===== src/rtl/regfile_dump_sequencer.sv =====
// Streams every general-purpose register out over a byte-wide valid/ready port.
// Drives the decode-stage debug read address and serializes each word LSB byte first.
module regfile_dump_sequencer #(
    parameter int unsigned NB_DATA = 32,
    parameter int unsigned NB_REG  = 5,
    parameter int unsigned N_REGS  = 32,
    parameter int unsigned NB_BYTE = 8
) (
    input  logic               i_clock,
    input  logic               i_reset,
    input  logic               i_start,
    input  logic               i_abort,
    input  logic [NB_DATA-1:0] i_reg_data,
    output logic               o_br_enable,
    output logic [NB_REG-1:0]  o_br_addr,
    output logic [NB_BYTE-1:0] o_tx_data,
    output logic               o_tx_valid,
    input  logic               i_tx_ready,
    output logic               o_busy,
    output logic               o_done
);

    localparam int unsigned N_BYTES = NB_DATA / NB_BYTE;
    localparam int unsigned NB_IDX  = (N_BYTES > 1) ? $clog2(N_BYTES) : 1;
    localparam logic [NB_IDX-1:0] LAST_IDX  = NB_IDX'(N_BYTES - 1);
    localparam logic [NB_REG-1:0] LAST_ADDR = NB_REG'(N_REGS - 1);

    typedef enum logic [1:0] {
        StIdle,
        StLatch,
        StSend,
        StDone
    } state_e;

    state_e              state_q;
    logic [NB_DATA-1:0]  shift_q;
    logic [NB_IDX-1:0]   index_q;
    logic [NB_REG-1:0]   addr_q;
    logic                br_enable_q;
    logic                tx_valid_q;
    logic                busy_q;
    logic                done_q;
    logic                handshake;

    assign handshake = tx_valid_q & i_tx_ready;

    // Abort in IDLE lands on the same values IDLE already holds, so it shares the reset path.
    always_ff @(posedge i_clock) begin
        if (i_reset || i_abort) begin
            state_q     <= StIdle;
            shift_q     <= '0;
            index_q     <= '0;
            addr_q      <= '0;
            br_enable_q <= 1'b0;
            tx_valid_q  <= 1'b0;
            busy_q      <= 1'b0;
            done_q      <= 1'b0;
        end else begin
            unique case (state_q)
                StIdle: begin
                    if (i_start) begin
                        state_q     <= StLatch;
                        addr_q      <= '0;
                        br_enable_q <= 1'b1;
                        busy_q      <= 1'b1;
                    end
                end
                StLatch: begin
                    shift_q    <= i_reg_data;
                    index_q    <= '0;
                    tx_valid_q <= 1'b1;
                    state_q    <= StSend;
                end
                StSend: begin
                    if (handshake) begin
                        shift_q <= shift_q >> NB_BYTE;
                        if (index_q == LAST_IDX) begin
                            tx_valid_q <= 1'b0;
                            index_q    <= '0;
                            if (addr_q == LAST_ADDR) begin
                                state_q     <= StDone;
                                br_enable_q <= 1'b0;
                                done_q      <= 1'b1;
                            end else begin
                                addr_q  <= addr_q + NB_REG'(1);
                                state_q <= StLatch;
                            end
                        end else begin
                            index_q <= index_q + NB_IDX'(1);
                        end
                    end
                end
                StDone: begin
                    done_q  <= 1'b0;
                    busy_q  <= 1'b0;
                    addr_q  <= '0;
                    state_q <= StIdle;
                end
                default: begin
                    state_q <= StIdle;
                end
            endcase
        end
    end

    assign o_br_enable = br_enable_q;
    assign o_br_addr   = addr_q;
    assign o_tx_data   = shift_q[NB_BYTE-1:0];
    assign o_tx_valid  = tx_valid_q;
    assign o_busy      = busy_q;
    assign o_done      = done_q;

endmodule


===== config.mk =====
export PLATFORM = sky130hd
export DESIGN_NAME = regfile_dump_sequencer
export DESIGN_NICKNAME = d
export VERILOG_FILES = /design/src/rtl/regfile_dump_sequencer.sv
export SDC_FILE = /design/constraint.sdc
export NUM_CORES = 1
export LEC_CHECK = 0
export ABC_AREA = 0
export BUFFER_PORTS_ARGS = -buffer_cell sky130_fd_sc_hd__buf_2
export CAP_MARGIN = 20
export CORE_UTILIZATION = 35
export CTS_BUF_LIST = sky130_fd_sc_hd__clkbuf_2 sky130_fd_sc_hd__clkbuf_4 sky130_fd_sc_hd__clkbuf_8
export DETAILED_ROUTE_END_ITERATION = 8
export SYNTH_ARGS = -nofsm -noshare
export SYNTH_HDL_FRONTEND = slang
export SYNTH_SLANG_ARGS = --single-unit

===== constraint.sdc =====
create_clock -name i_clock -period 3.3 [get_ports i_clock]
set_clock_uncertainty 0.05 [all_clocks]
set_input_delay 0.66 -clock i_clock [delete_from_list [all_inputs] [get_ports i_clock]]
set_output_delay 0.66 -clock i_clock [all_outputs]
set_load 0.01 [all_outputs]

Word level (Yosys, flattened, before mapping)
Cells that the tools add are included.

Flip-flop bits (word level): 45. Memories kept: 0. Logic and storage cells: 63. Bits in writable memories: 0. ROM bits: 0. Latch bits: 0.

Magnitude comparators: 0. Muxes and demuxes: 28. Eq/ne operators: 10. Reductions and logical operators: 14. Div/mod/pow operators: 0. $mul: 0. Shift-type cells: 0. $add $sub $neg: 2. Bitwise operators: 1.

Operators with widths (count): $pmux 32 s2 (1); $mux 32 (1); $mux 5 (4); $pmux 5 s3 (1); $mux 2 (6); $ne 2x2->1 const B (5); $reduce_and 5->1 (2); $mux 1 (9); $pmux 1 s2 (4); $pmux 2 s4 (1); $reduce_bool 2->1 (4); $eq 2x2->1 const B (3); $reduce_and 3->1 (2); $add 5x1->5 const B (1); $eq 5x5->1 const B (1); $pmux 2 s2 (1); $reduce_and 2->1 (2); $reduce_and 4->1 (1); $reduce_bool 3->1 (1); $add 2x1->2 const B (1); $eq 2x1->1 const B (1); $logic_not 2->1 (1); $and 1x1->1 (1); $logic_or 1x1->1 (1).

Depth between registers and ports, before layout
Gate-level depths: netlist of the first run.

Word-level depth: 5. Mapped depth: 8. Mapped depth without buffers: 7.

Worst setup path after synthesis of the first run
Ideal clock, no wire load.

Kind: register -> register. Start point: register addr_q[0] (netlist: o_br_addr[0]). End point: register addr_q[0] (netlist: o_br_addr[0]). Buffers on the path: 0. Data required time: 3180 ps. Setup time: 70 ps. Setup slack: 1405 ps. Cell stages (with the launch flop): 8. Data arrival time: 1774 ps. Cell sequence: dfxtp_1 ha_1 and3_1 ha_1 mux2i_1 nand4_2 or3b_1 a21oi_1.

Cells in the longest elaborated chain, start to end: 5.

RTL lines: from (decl) (RTL line 38) `logic [NB_REG-1:0] addr_q;`; from (signal assigned) (RTL line 85) `addr_q <= addr_q + NB_REG'(1);`; $add 5x1->5 (RTL line 85); $mux 5 (RTL line 80) `if (addr_q == LAST_ADDR) begin`; $mux 5 (RTL line 77) `if (index_q == LAST_IDX) begin`; $mux 5 (RTL line 75) `if (handshake) begin`; $pmux 5 s3 (RTL line 59) `unique case (state_q)`.

Several ways; a longest one is shown, not always the timed one. The select of a mux whose other input is x is not followed. A chain may end at the register's enable or synchronous reset.

Worst setup path in the final report of the first run
Start point: register state_q[0]. End point: register shift_q[7].

Cells in the longest elaborated chain, start to end: 3.

RTL lines: from (decl) (RTL line 35) `state_e state_q;`; from (signal assigned) (RTL line 50) `state_q <= StIdle;`; from (signal assigned) (RTL line 62) `state_q <= StLatch;`; from (signal assigned) (RTL line 72) `state_q <= StSend;`; $eq 2x2->1 / $eq 2x1->1 (equally long branches) (RTL line 59); $ne 2x2->1 (no line) / $reduce_bool 2->1 (equally long branches); $reduce_and 2->1 (no line); to (signal assigned) (RTL line 69) `shift_q <= i_reg_data;`; to (signal assigned) (RTL line 76) `shift_q <= shift_q >> NB_BYTE;`; to (decl) (RTL line 36) `logic [NB_DATA-1:0] shift_q;`.

Several ways; a longest one is shown, not always the timed one.

==> results of run 1 <==
==> how the worst max path moves through the flow <==
| stage | end | slack [ns] | depth (start not counted) | startpoint |
|---|---|---|---|---|
| floorplan | o_br_addr[0] | 1.41 | 7 | o_br_addr[0] |
| global placement | shift_q[6] | 0.99 | 7 | state_q[0] |
| detailed placement | shift_q[7] | 0.92 | 7 | state_q[0] |
| CTS | shift_q[7] | 0.91 | 7 | state_q[0] |
| global route | shift_q[7] | 0.61 | 7 | state_q[0] |
| finish | shift_q[7] | 0.89 | 7 | state_q[0] |
==> cell type report <==
class                      count  area, um2
clock buffer                   6       76.3
clock inverter                 2       38.8
fill                         601       3410
inverter                       2       7.51
multi-input combinational    167       1080
sequential                    45        901
tap                           75       93.8
timing repair buffer          55        280
==> worst max-delay path: cells and delay by family (launching register included) <==
family	cells	cell delay (ns)
flops	1	0.33
fa+ha+maj	1	0.46
buf+inv	2	0.54
simple gates	3	0.70
compound gates	1	0.23
==> state kept, by name (all words and copies together) (netlist names) <==
name,cells
index_q,2
o_br_addr,5
o_br_enable,1
o_busy,1
o_done,1
o_tx_valid,1
shift_q,32
state_q,2
==> kinds of logic (layout without fill, tap and decap cells) <==
logic type | count (synthesis) | after routing
buf+inv | 27 | 65
compound gates | 51 | 51
simple gates | 82 | 82
fa+ha+maj | 8 | 8
mux | 26 | 26
flops | 45 | 45
==> synthesized netlist by cell type <==
cell	instances	area (um2)
dfxtp_1	45	901
nor2_1	31	116
mux2i_1	26	260
a211oi_1	24	180
nand2_1	19	71.3
a21oi_1	16	80.1
nand3_1	14	70.1
clkbuf_1	9	33.8
buf_4	8	60.1
ha_1	8	100
buf_2	6	30.0
o21ai_0	5	25.0
nand2b_1	3	18.8
nor2b_1	3	18.8
or3_1	3	18.8
a31oi_1	2	12.5
and3_1	2	12.5
inv_1	2	7.51
a21bo_2	1	10.0
a221oi_1	1	8.76
a311oi_1	1	8.76
buf_1	1	3.75
buf_6	1	11.3
nand3_2	1	10.0
nand3b_1	1	7.51
nand4_1	1	6.26
nand4_2	1	12.5
nor3_1	1	5.00
o221a_2	1	11.3
or2_2	1	6.26
or3b_1	1	8.76
==> per-layer routing <==
metal | share of wire (%) | track usage, %
met3 | 4.3 | 3.54
met5 | 0 | 0
met2 | 44 | 21.3
met4 | 1.4 | 4.82
met1 | 50 | 19.3
==> power groups by stage <==
stage               logic [mW]  registers [mW]  clock network [mW]
detailed placement       0.123           0.577                   0
global route             0.138           0.567               0.461
finish                   0.122           0.564               0.421
floorplan               0.0861           0.577                   0
global placement         0.122           0.577                   0
CTS                      0.124           0.565               0.440
==> metrics.md, run 1 <==
| Metric | Value |
|---|---|
| Outcome | finished clean |
| Clock network power share | about 38% |
| Max Slew Vio Count | 0 |
| Comb power frac | around 11% |
| Fin crit period | around 2.4 ns |
| CP required | approximately 3.5 ns |
| Die Height | ~80 um |
| Post-synthesis mux area share | roughly an eighth |
| Fin crit share | between 70% and 80% |
| Die Wd | roughly 80 um |
| Compound-Gate Fraction of Synth Area | approximately 16% |
| TritonCTS clock tree | done |
| Most frequent cells in the layout | 53 x buf_2, 45 x dfxtp_1, 31 x nor2_1, 26 x mux2i_1, 24 x a211oi_1 |
| Hold Path Depth | 2 |
| Max stage delay on crit path | 0.46 ns |
| Pre-CTS WS | roughly 0.92 ns |
| Grt ovf | 0 |
| Final Power | 1.11 mW |
| Remaining antenna violation count | 0 |
| Core Util, Final | 42.1% |
| Reg2Reg Setup Slack | roughly 0.9 ns |
| Initial DRT Pass Iterations | 4 |
| DP Cell Count | between 300 and 400 |
| Share of post-route cells with drive strength above 1 | 24.9% |
| # H-tree levels | 2 |
| Worst reg2reg path startpoint | state_q[0] |
| Largest fanout on the critical path | 48 |
| Post_cts resized | 0 |
| Initial antenna violation count | 0 |
| Number of remaining DRC errors | 0 |
| Flops & latches, synth | between 40 and 50 |
| Hold WC Path Type | flop to flop |
| Switch Pwr | about 260 uW |
| CP arrival | between 2 and 3 ns |
| Sw frac | between 20% and 30% |
| # IOs | 54 |
| GRT Total Usage | between 10% and 20% |
| Vias per inst | just under 5 |
| Setup TNS | 0 ns |
| Hold Buf Count CTS | 0 |
| WL per Instance | around 12 um |
| Commonest non-fill, non-tap cell in the layout | buf_2 |
| Core Rows | 28 |
| Vias in the first global route | roughly 1,500 |
| Syn_area_per_cell | 8.90 um2 |
| Slew headroom | between 40% and 50% |
| First-pass GRT wire length | 6.91 mm |
| # diodes | 0 |
| Max-cap violations | 0 |
| Largest family of logic cells by synthesized area | simple AND/OR/NAND/NOR gates |
| PwrDens | between 400 and 500 nW/um2 |
| CTS Buf Count | 5 |
| Hold_ws | around 0.42 ns |
| Clock slew at reported path FFs | 0.08 ns |
| Yosys warnings | 0 |
| Largest net degree at the start of global routing | about 50 |
| Register area share after synthesis | a little over two fifths |
| CTS Root Cell | clkbuf_8 |
| Setup crit end kind | flop |
| Xor/xnor share of the synthesized area | 0% |
| Setup CP Type | flop to flop |
| Setup violators final | 0 |
| Setup crit start kind | flop |
| Final Hold Fails | 0 |
| PnR worst setup slack | about 0.89 ns |
| RSZ-0062 raised after global routing | no |
| Final cell count without fillers | roughly 350 |
| Initial core utilization | a little over a third |
| Skew-Pair Late Insertion Delay | approximately 0.30 ns |
| HPWL Detailed | 2.98 mm |
| Area post-placement | between 2000 and 2500 um2 |
| Final Wtd Congestion | between 0.7 and 0.8 |
| R2r endpoint | shift_q[7] |
| Sequential fraction of design power | about half |
| Post-Synth Simple-Gate Area | ~18% |
| Area grow syn2layout | 16.6% |
| Fmax | around 0.41 GHz |
| Critical-path cell list | inv_1 -> ha_2 -> nand3_1 -> nand2_1 -> buf_4 -> nor2_1 -> a211oi_1 |
| Clock Sinks | 45 |
| 1st-iter DRT viols | between 80 and 90 |
| PortBufs | between 50 and 60 |
| Hold_sp | o_br_enable |
| Lkg Pwr | about 0.96 nW |
| Gate count after technology mapping | 239 |
| Synth unique cells | 31 |
| Syn_nets | around 280 |
| Fin area | 2480 um2 |
| Worst VDD drop | 0.141 mV |
| Hold EP | o_br_enable |
| Die area | between 6000 and 7000 um2 |
| R2R depth | 7 |
| Final net count | around 320 |
| Total setup buffers inserted after CTS | 0 |
| Clock Tree Buf Depth | 2 |
| Synthesized area | between 2000 and 2500 um2 |
| Internal power | about 840 uW |
| Post-Route WL | around 4.3 mm |
| Slowest CP cell | ha_2 |
| Least-Margin Pin Slew | between 0.8 and 0.9 ns |
| Placeable Area | about 5900 um2 |
| Post-synthesis adder-cell area fraction | 4.71% |
| Via count | around 1,700 |
No activity file was read; power rests on OpenSTA's default activity.
==> inputs of run 2 (changes only) <==
==> constraint.sdc (replaced) <==
create_clock -name i_clock -period 2.05 [get_ports i_clock]
set_clock_uncertainty 0.05 [all_clocks]
set_input_delay 0.41 -clock i_clock [delete_from_list [all_inputs] [get_ports i_clock]]
set_output_delay 0.41 -clock i_clock [all_outputs]
set_load 0.01 [all_outputs]
==> metrics.md, run 2 (synthesized netlist as in run 1, its figures left out) <==
| Metric | Value |
|---|---|
| Core Rows | 28 (unchanged) |
| TritonCTS clock tree | done |
| M3 GR Usage | 4.34% (+0.80 points) |
| Buf/Inv on CP | 1 (-1) |
| Share of post-route cells with drive strength above 1 | 27.1% (+2.2 points) |
| Gr busiest metal | met2 |
| Vias in the first global route | 1,549 (+6.2%) |
| Largest fanout on the critical path | 15 (-69%) |
| RSZ-0062 raised after global routing | no |
| Via count | 1,749 (+2.4%) |
| CP arrival | 2.09 ns (-0.48 ns) |
| Fmax | 0.521 GHz (+26%) |
| # diodes | 0 (unchanged) |
| Total setup buffers inserted after CTS | 0 (unchanged) |
| Die Height | 80.0 um (unchanged) |
| Final net count | 325 (+1.2%) |
| CTS Buf Count | 5 (unchanged) |
| Setup CP Type | flop to flop |
| Most frequent cells in the layout | 53 x buf_2, 43 x dfxtp_1, 31 x nor2_1, 26 x mux2i_1, 24 x a211oi_1 |
| Setup crit end kind | flop |
| Slew headroom | 45.8% (-0.41 points) |
| Skew-Pair Late Insertion Delay | 0.29 ns (about the same) |
| Grt ovf | 0 (unchanged) |
| First-pass GRT wire length | 7.19 mm (+4.1%) |
| Number of remaining DRC errors | 0 (unchanged) |
| Area grow syn2layout | 17.8% |
| Vias per inst | 4.93 (+1.5%) |
| Fin crit share | 93.7% (+21 points) |
| Setup crit start kind | flop |
| Outcome | finished clean |
| PwrDens | 669 nW/um2 (+50%) |
| Max Slew Vio Count | 0 (unchanged) |
| Fin area | 2510 um2 (+1.1%) |
| Setup violators final | 0 (unchanged) |
| CTS Root Cell | clkbuf_8 |
| Remaining antenna violation count | 0 (unchanged) |
| Slowest CP cell | ha_2 |
| # IOs | 54 (unchanged) |
| Hold WC Path Type | primary input to flop |
| Setup TNS | 0 ns (unchanged) |
| Worst path top cell family by delay | simple AND/OR/NAND/NOR gates |
| Initial antenna violation count | 0 (unchanged) |
| CP required | 2.22 ns (-1.24 ns) |
| Final Power | 1.68 mW (+51%) |
| Post-Route WL | 4.37 mm (+2.7%) |
| Die Wd | 80.0 um (unchanged) |
| 1st-iter DRT viols | 49 (-43%) |
| GR Util met2 | 22.6% (+1.4 points) |
| Biggest register | shift_q |
| Routing usage on met1 | 18.7% (-0.60 points) |
| Hold Buf Count CTS | 0 (unchanged) |
| Initial DRT Pass Iterations | 4 (unchanged) |
| PortBufs | 53 (unchanged) |
| Clock Tree Buf Depth | 2 (unchanged) |
| GRT Total Usage | 14.5% (+0.37 points) |
| HPWL Detailed | 3.08 mm (+3.2%) |
| Least-Margin Pin Slew | 0.812 ns (+0.00616 ns) |
| # H-tree levels | 2 (unchanged) |
| Largest net degree at the start of global routing | 49 (unchanged) |
| Area post-placement | 2410 um2 (+1.8%) |
| Final Wtd Congestion | 0.829 (+4.2%) |
| Placeable Area | 5890 um2 (unchanged) |
| Max reg flops | 32 (unchanged) |
| Worst VDD drop | 0.237 mV (+67%) |
| Fin crit period | 1.92 ns (-0.493 ns) |
| WL per Instance | 12.3 um (+1.8%) |
| Commonest non-fill, non-tap cell in the layout | buf_2 |
| Initial core utilization | 36.1% (unchanged) |
| Critical-path cell list | inv_1 -> ha_2 -> mux2i_1 -> nand4_2 -> or3b_1 -> a21oi_2 |
| Clock Sinks | 45 (unchanged) |
| Max-cap violations | 0 (unchanged) |
| Post_cts resized | 0 (unchanged) |
| Die area | 6390 um2 (unchanged) |
| Lkg Pwr | 0.960 nW (+0.27%) |
| Final Hold Fails | 0 (unchanged) |
| Max stage delay on crit path | 0.38 ns (-0.08 ns) |
| Clock slew at reported path FFs | 0.08 ns (about the same) |
-- run 2: worst paths after layout --
path             startpoint           end  slack [ns]  cells past startpoint
max              state_q[0]  o_br_addr[0]        0.13                      6
min          i_reg_data[31]   shift_q[31]        0.30                      3
max reg2reg      state_q[0]  o_br_addr[0]        0.13                      6
min reg2reg     shift_q[26]   shift_q[26]        0.42                      2
-- run 2: metal layers --
| metal | part of all wire (%) | wire length [um] |
|---|---|---|
| met5 | 0 | 0 |
| met4 | 1.5 | 64 |
| met3 | 5.6 | 246 |
| met2 | 45 | 1970 |
| met1 | 48 | 2090 |
-- run 2: through the flow --
step | instances | hold slack (ns) | setup WS, ns | utilization [%]
finish | 355 | 0.298 | 0.129 | 42.6
global route | 355 | 0.295 | 0.00737 | 42.6
CTS | 355 | 0.285 | 0.0312 | 42.4
detailed placement | 348 | 0.412 | 0.0772 | 40.9
global placement | 348 | 0.407 | 0.175 | 40.9
floorplan | 239 | 0.398 | 0.155 | -
-- run 2: worst reg2reg max path: stages, from the launching register on --
cell and delay, ns:
dfxtp_1 0.33, inv_1 0.15, ha_2 0.38, mux2i_1 0.29, nand4_2 0.13, or3b_1 0.38, a21oi_2 0.13
-- run 2: cell type report --
cell class,instances,area [um2]
clock buffers,6,82.6
clock inverters,1,7.51
fillers,625,3380
inverters,2,7.51
multi-input cells,167,1090
flip-flops and latches,45,903
well taps,75,93.8
repair buffers,59,323
-- run 2: power by group --
part | total (mW) | internal [mW] | switching (mW)
clock network | 0.562 | 0.267 | 0.296
registers | 0.908 | 0.896 | 0.0117
logic | 0.207 | 0.0903 | 0.117
==> inputs of run 3 (changes only) <==
--- a/config.mk
+++ b/config.mk
@@ -8,9 +8,12 @@
 export ABC_AREA = 0
 export BUFFER_PORTS_ARGS = -buffer_cell sky130_fd_sc_hd__buf_2
 export CAP_MARGIN = 20
-export CORE_UTILIZATION = 35
+export CELL_PAD_IN_SITES_DETAIL_PLACEMENT = 2
+export CELL_PAD_IN_SITES_GLOBAL_PLACEMENT = 2
+export CORE_UTILIZATION = 29
 export CTS_BUF_LIST = sky130_fd_sc_hd__clkbuf_2 sky130_fd_sc_hd__clkbuf_4 sky130_fd_sc_hd__clkbuf_8
 export DETAILED_ROUTE_END_ITERATION = 8
+export PLACE_DENSITY_LB_ADDON = 0.1
 export SYNTH_ARGS = -nofsm -noshare
 export SYNTH_HDL_FRONTEND = slang
 export SYNTH_SLANG_ARGS = --single-unit
==> metrics.md, run 3 (synthesized netlist as in run 1, its figures left out) <==
| Metric | Value |
|---|---|
| Die area | 7680 um2 (+20%) |
| Worst reg2reg path startpoint | o_br_addr[0] |
| Initial antenna violation count | 1 (+1) |
| RSZ-0062 raised after global routing | no |
| Worst VDD drop | 0.238 mV (+0.63%) |
| Via count | 1,830 (+4.6%) |
| Clock Sinks | 45 (unchanged) |
| # IOs | 54 (unchanged) |
| R2R depth | 7 (+1) |
| Biggest register | shift_q |
| Setup CP Type | flop to flop |
| Total setup buffers inserted after CTS | 0 (unchanged) |
| CTS Root Cell | clkbuf_8 |
| Clock slew at reported path FFs | 0.09 ns (about the same) |
| Share of post-route cells with drive strength above 1 | 27.7% (+0.58 points) |
| CTS Buf Count | 5 (unchanged) |
| Max reg flops | 32 (unchanged) |
| Post-Route WL | 5.45 mm (+25%) |
| Critical-path cell list | ha_2 -> and3_1 -> ha_1 -> mux2i_1 -> nand4_2 -> or3b_1 -> a21oi_1 |
| Comb power frac | 13.1% (+0.7 points) |
| Fmax | 0.514 GHz (-1.2%) |
| HPWL Detailed | 4.11 mm (+33%) |
| Hold Path Depth | 3 (unchanged) |
| 1st-iter DRT viols | 57 (+16%) |
| Clock Tree Buf Depth | 2 (unchanged) |
| Critical path depth | 7 (+1) |
| GRT Total Usage | 15.6% (+1.1 points) |
| Lkg Pwr | 0.989 nW (+3.0%) |
| Initial DRT Pass Iterations | 4 (unchanged) |
| Hold_ws | 0.292 ns (-0.00545 ns) |
| Vias per inst | 4.79 (-2.8%) |
| Reg2Reg Setup Slack | 0.10 ns (-0.02 ns) |
| Area grow syn2layout | 21.5% |
| WL per Instance | 14.3 um (+16%) |
| Buf/Inv on CP | 0 (-1) |
| Number of remaining DRC errors | 0 (unchanged) |
| Most frequent cells in the layout | 53 x buf_2, 45 x dfxtp_1, 31 x nor2_1, 26 x mux2i_1, 24 x a211oi_1 |
| Grt ovf | 0 (unchanged) |
| TritonCTS clock tree | done |
| Largest fanout on the critical path | 5 (-10) |
| Setup crit start kind | flop |
| Worst setup endpoint | o_br_addr[0] |
| Core Rows | 30 (+7.1%) |
| Die Wd | 87.6 um (+9.6%) |
| Fin crit share | 94.9% (+1.2 points) |
| Max-cap violations | 0 (unchanged) |
| Setup violators final | 0 (unchanged) |
| PortBufs | 53 (unchanged) |
| # H-tree levels | 2 (unchanged) |
| Slew headroom | 70.4% (+25 points) |
| Final Wtd Congestion | 0.755 (-8.9%) |
| Max Slew Vio Count | 0 (unchanged) |
| Switch Pwr | 465 uW (+9.6%) |
| Sequential fraction of design power | 53.5% (-0.6 points) |
| Skew-Pair Late Insertion Delay | 0.30 ns (about the same) |
| Max stage delay on crit path | 0.40 ns (+0.02 ns) |
| CP arrival | 2.13 ns (+0.04 ns) |
| Initial core utilization | 30.6% (-5.5 points) |
| Largest net degree at the start of global routing | 49 (unchanged) |
| Placeable Area | 6940 um2 (+18%) |
| Sw frac | 27.3% (+2.0 points) |
| Hold_sp | i_reg_data[27] |
| Least-Margin Pin Slew | 0.442 ns (-0.371 ns) |
| CP required | 2.24 ns (+0.02 ns) |
| Vias in the first global route | 1,843 (+19%) |
| Outcome | finished clean |
| Hold WC Path Type | primary input to flop |
| Final Hold Fails | 0 (unchanged) |
| Slowest CP cell | or3b_1 |
| Die Height | 87.6 um (+9.6%) |
| R2r endpoint | o_br_addr[0] |
| Worst path top cell family by delay | simple AND/OR/NAND/NOR gates |
| Clock network power share | 33.4% (about the same) |
| First-pass GRT wire length | 9.23 mm (+28%) |
| Crit path launch | o_br_addr[0] |
| PwrDens | 658 nW/um2 (-1.6%) |
| Setup crit end kind | flop |
| Setup TNS | 0 ns (unchanged) |
| Fin crit period | 1.95 ns (+0.0243 ns) |
| Final net count | 329 (+1.2%) |
| Remaining antenna violation count | 0 (unchanged) |
| Commonest non-fill, non-tap cell in the layout | buf_2 |
| Internal power | 1.24 mW (-1.4%) |
==> run 3: cell count changes in the layout (fill, tap and decap cells not counted), sizes merged <==
cell    delta
inv        +1
clkinv     +1
clkbuf     -1
buf        +4
diode      +1
==> run 3: final cells by class <==
| class | instances | area (um2) |
|---|---|---|
| antenna | 1 | 2.50 |
| clock buffer | 5 | 68.8 |
| clock inverter | 3 | 21.3 |
| fill | 831 | 4360 |
| inverter | 2 | 7.51 |
| multi-input combinational | 167 | 1100 |
| sequential | 45 | 901 |
| tap | 96 | 120 |
| timing repair buffer | 63 | 365 |
==> run 3: worst min-delay path by stage <==
stage / to / slack, ns
final: shift_q[27] / 0.29
after global routing: shift_q[26] / 0.29
after CTS: shift_q[31] / 0.29
after detailed placement: shift_q[29] / 0.42
after global placement: shift_q[28] / 0.41
after floorplan: shift_q[24] / 0.40
==> run 3: per-stage QoR <==
stage                     power (mW)  instance area (um2)  cells  worst slack, ns  util, %
after detailed placement        1.16                 2480    373           0.0845     35.7
final                           1.70                 2580    382            0.105     37.2
after global routing            1.80                 2580    381           0.0118     37.2
after CTS                       1.73                 2570    381           0.0627     37.0
after floorplan                 1.07                 2130    239            0.155        -
after global placement          1.15                 2480    373            0.139     35.7
==> run 3: layer usage <==
layer  global-route usage, %  wire [um]  vias up
li1                        -          -      927
met1                    21.0       2760      858
met2                    24.6       2390       41
met3                    4.15        243        4
met4                    4.02         49        0
met5                       0          0        -
==> run 3: worst register-to-register path, delay by kind of cell (launching register included) <==
family	cells	cell delay [ns]
flops	1	0.35
mux	1	0.18
simple gates	3	0.75
compound gates	1	0.12
fa+ha+maj	2	0.44
==> run 3: power groups by stage <==
stage / clock [mW] / sequential [mW] / combinational (mW)
floorplan: 0 / 0.928 / 0.139
global placement: 0 / 0.929 / 0.224
detailed placement: 0 / 0.931 / 0.227
CTS: 0.592 / 0.910 / 0.228
global route: 0.629 / 0.914 / 0.253
finish: 0.568 / 0.910 / 0.224
==> run 3: what timing repair did <==
action | CTS | global route
hold buffers | 0 | 0
resized for setup | 0 | 3
setup endpoints to repair | 0 | 22
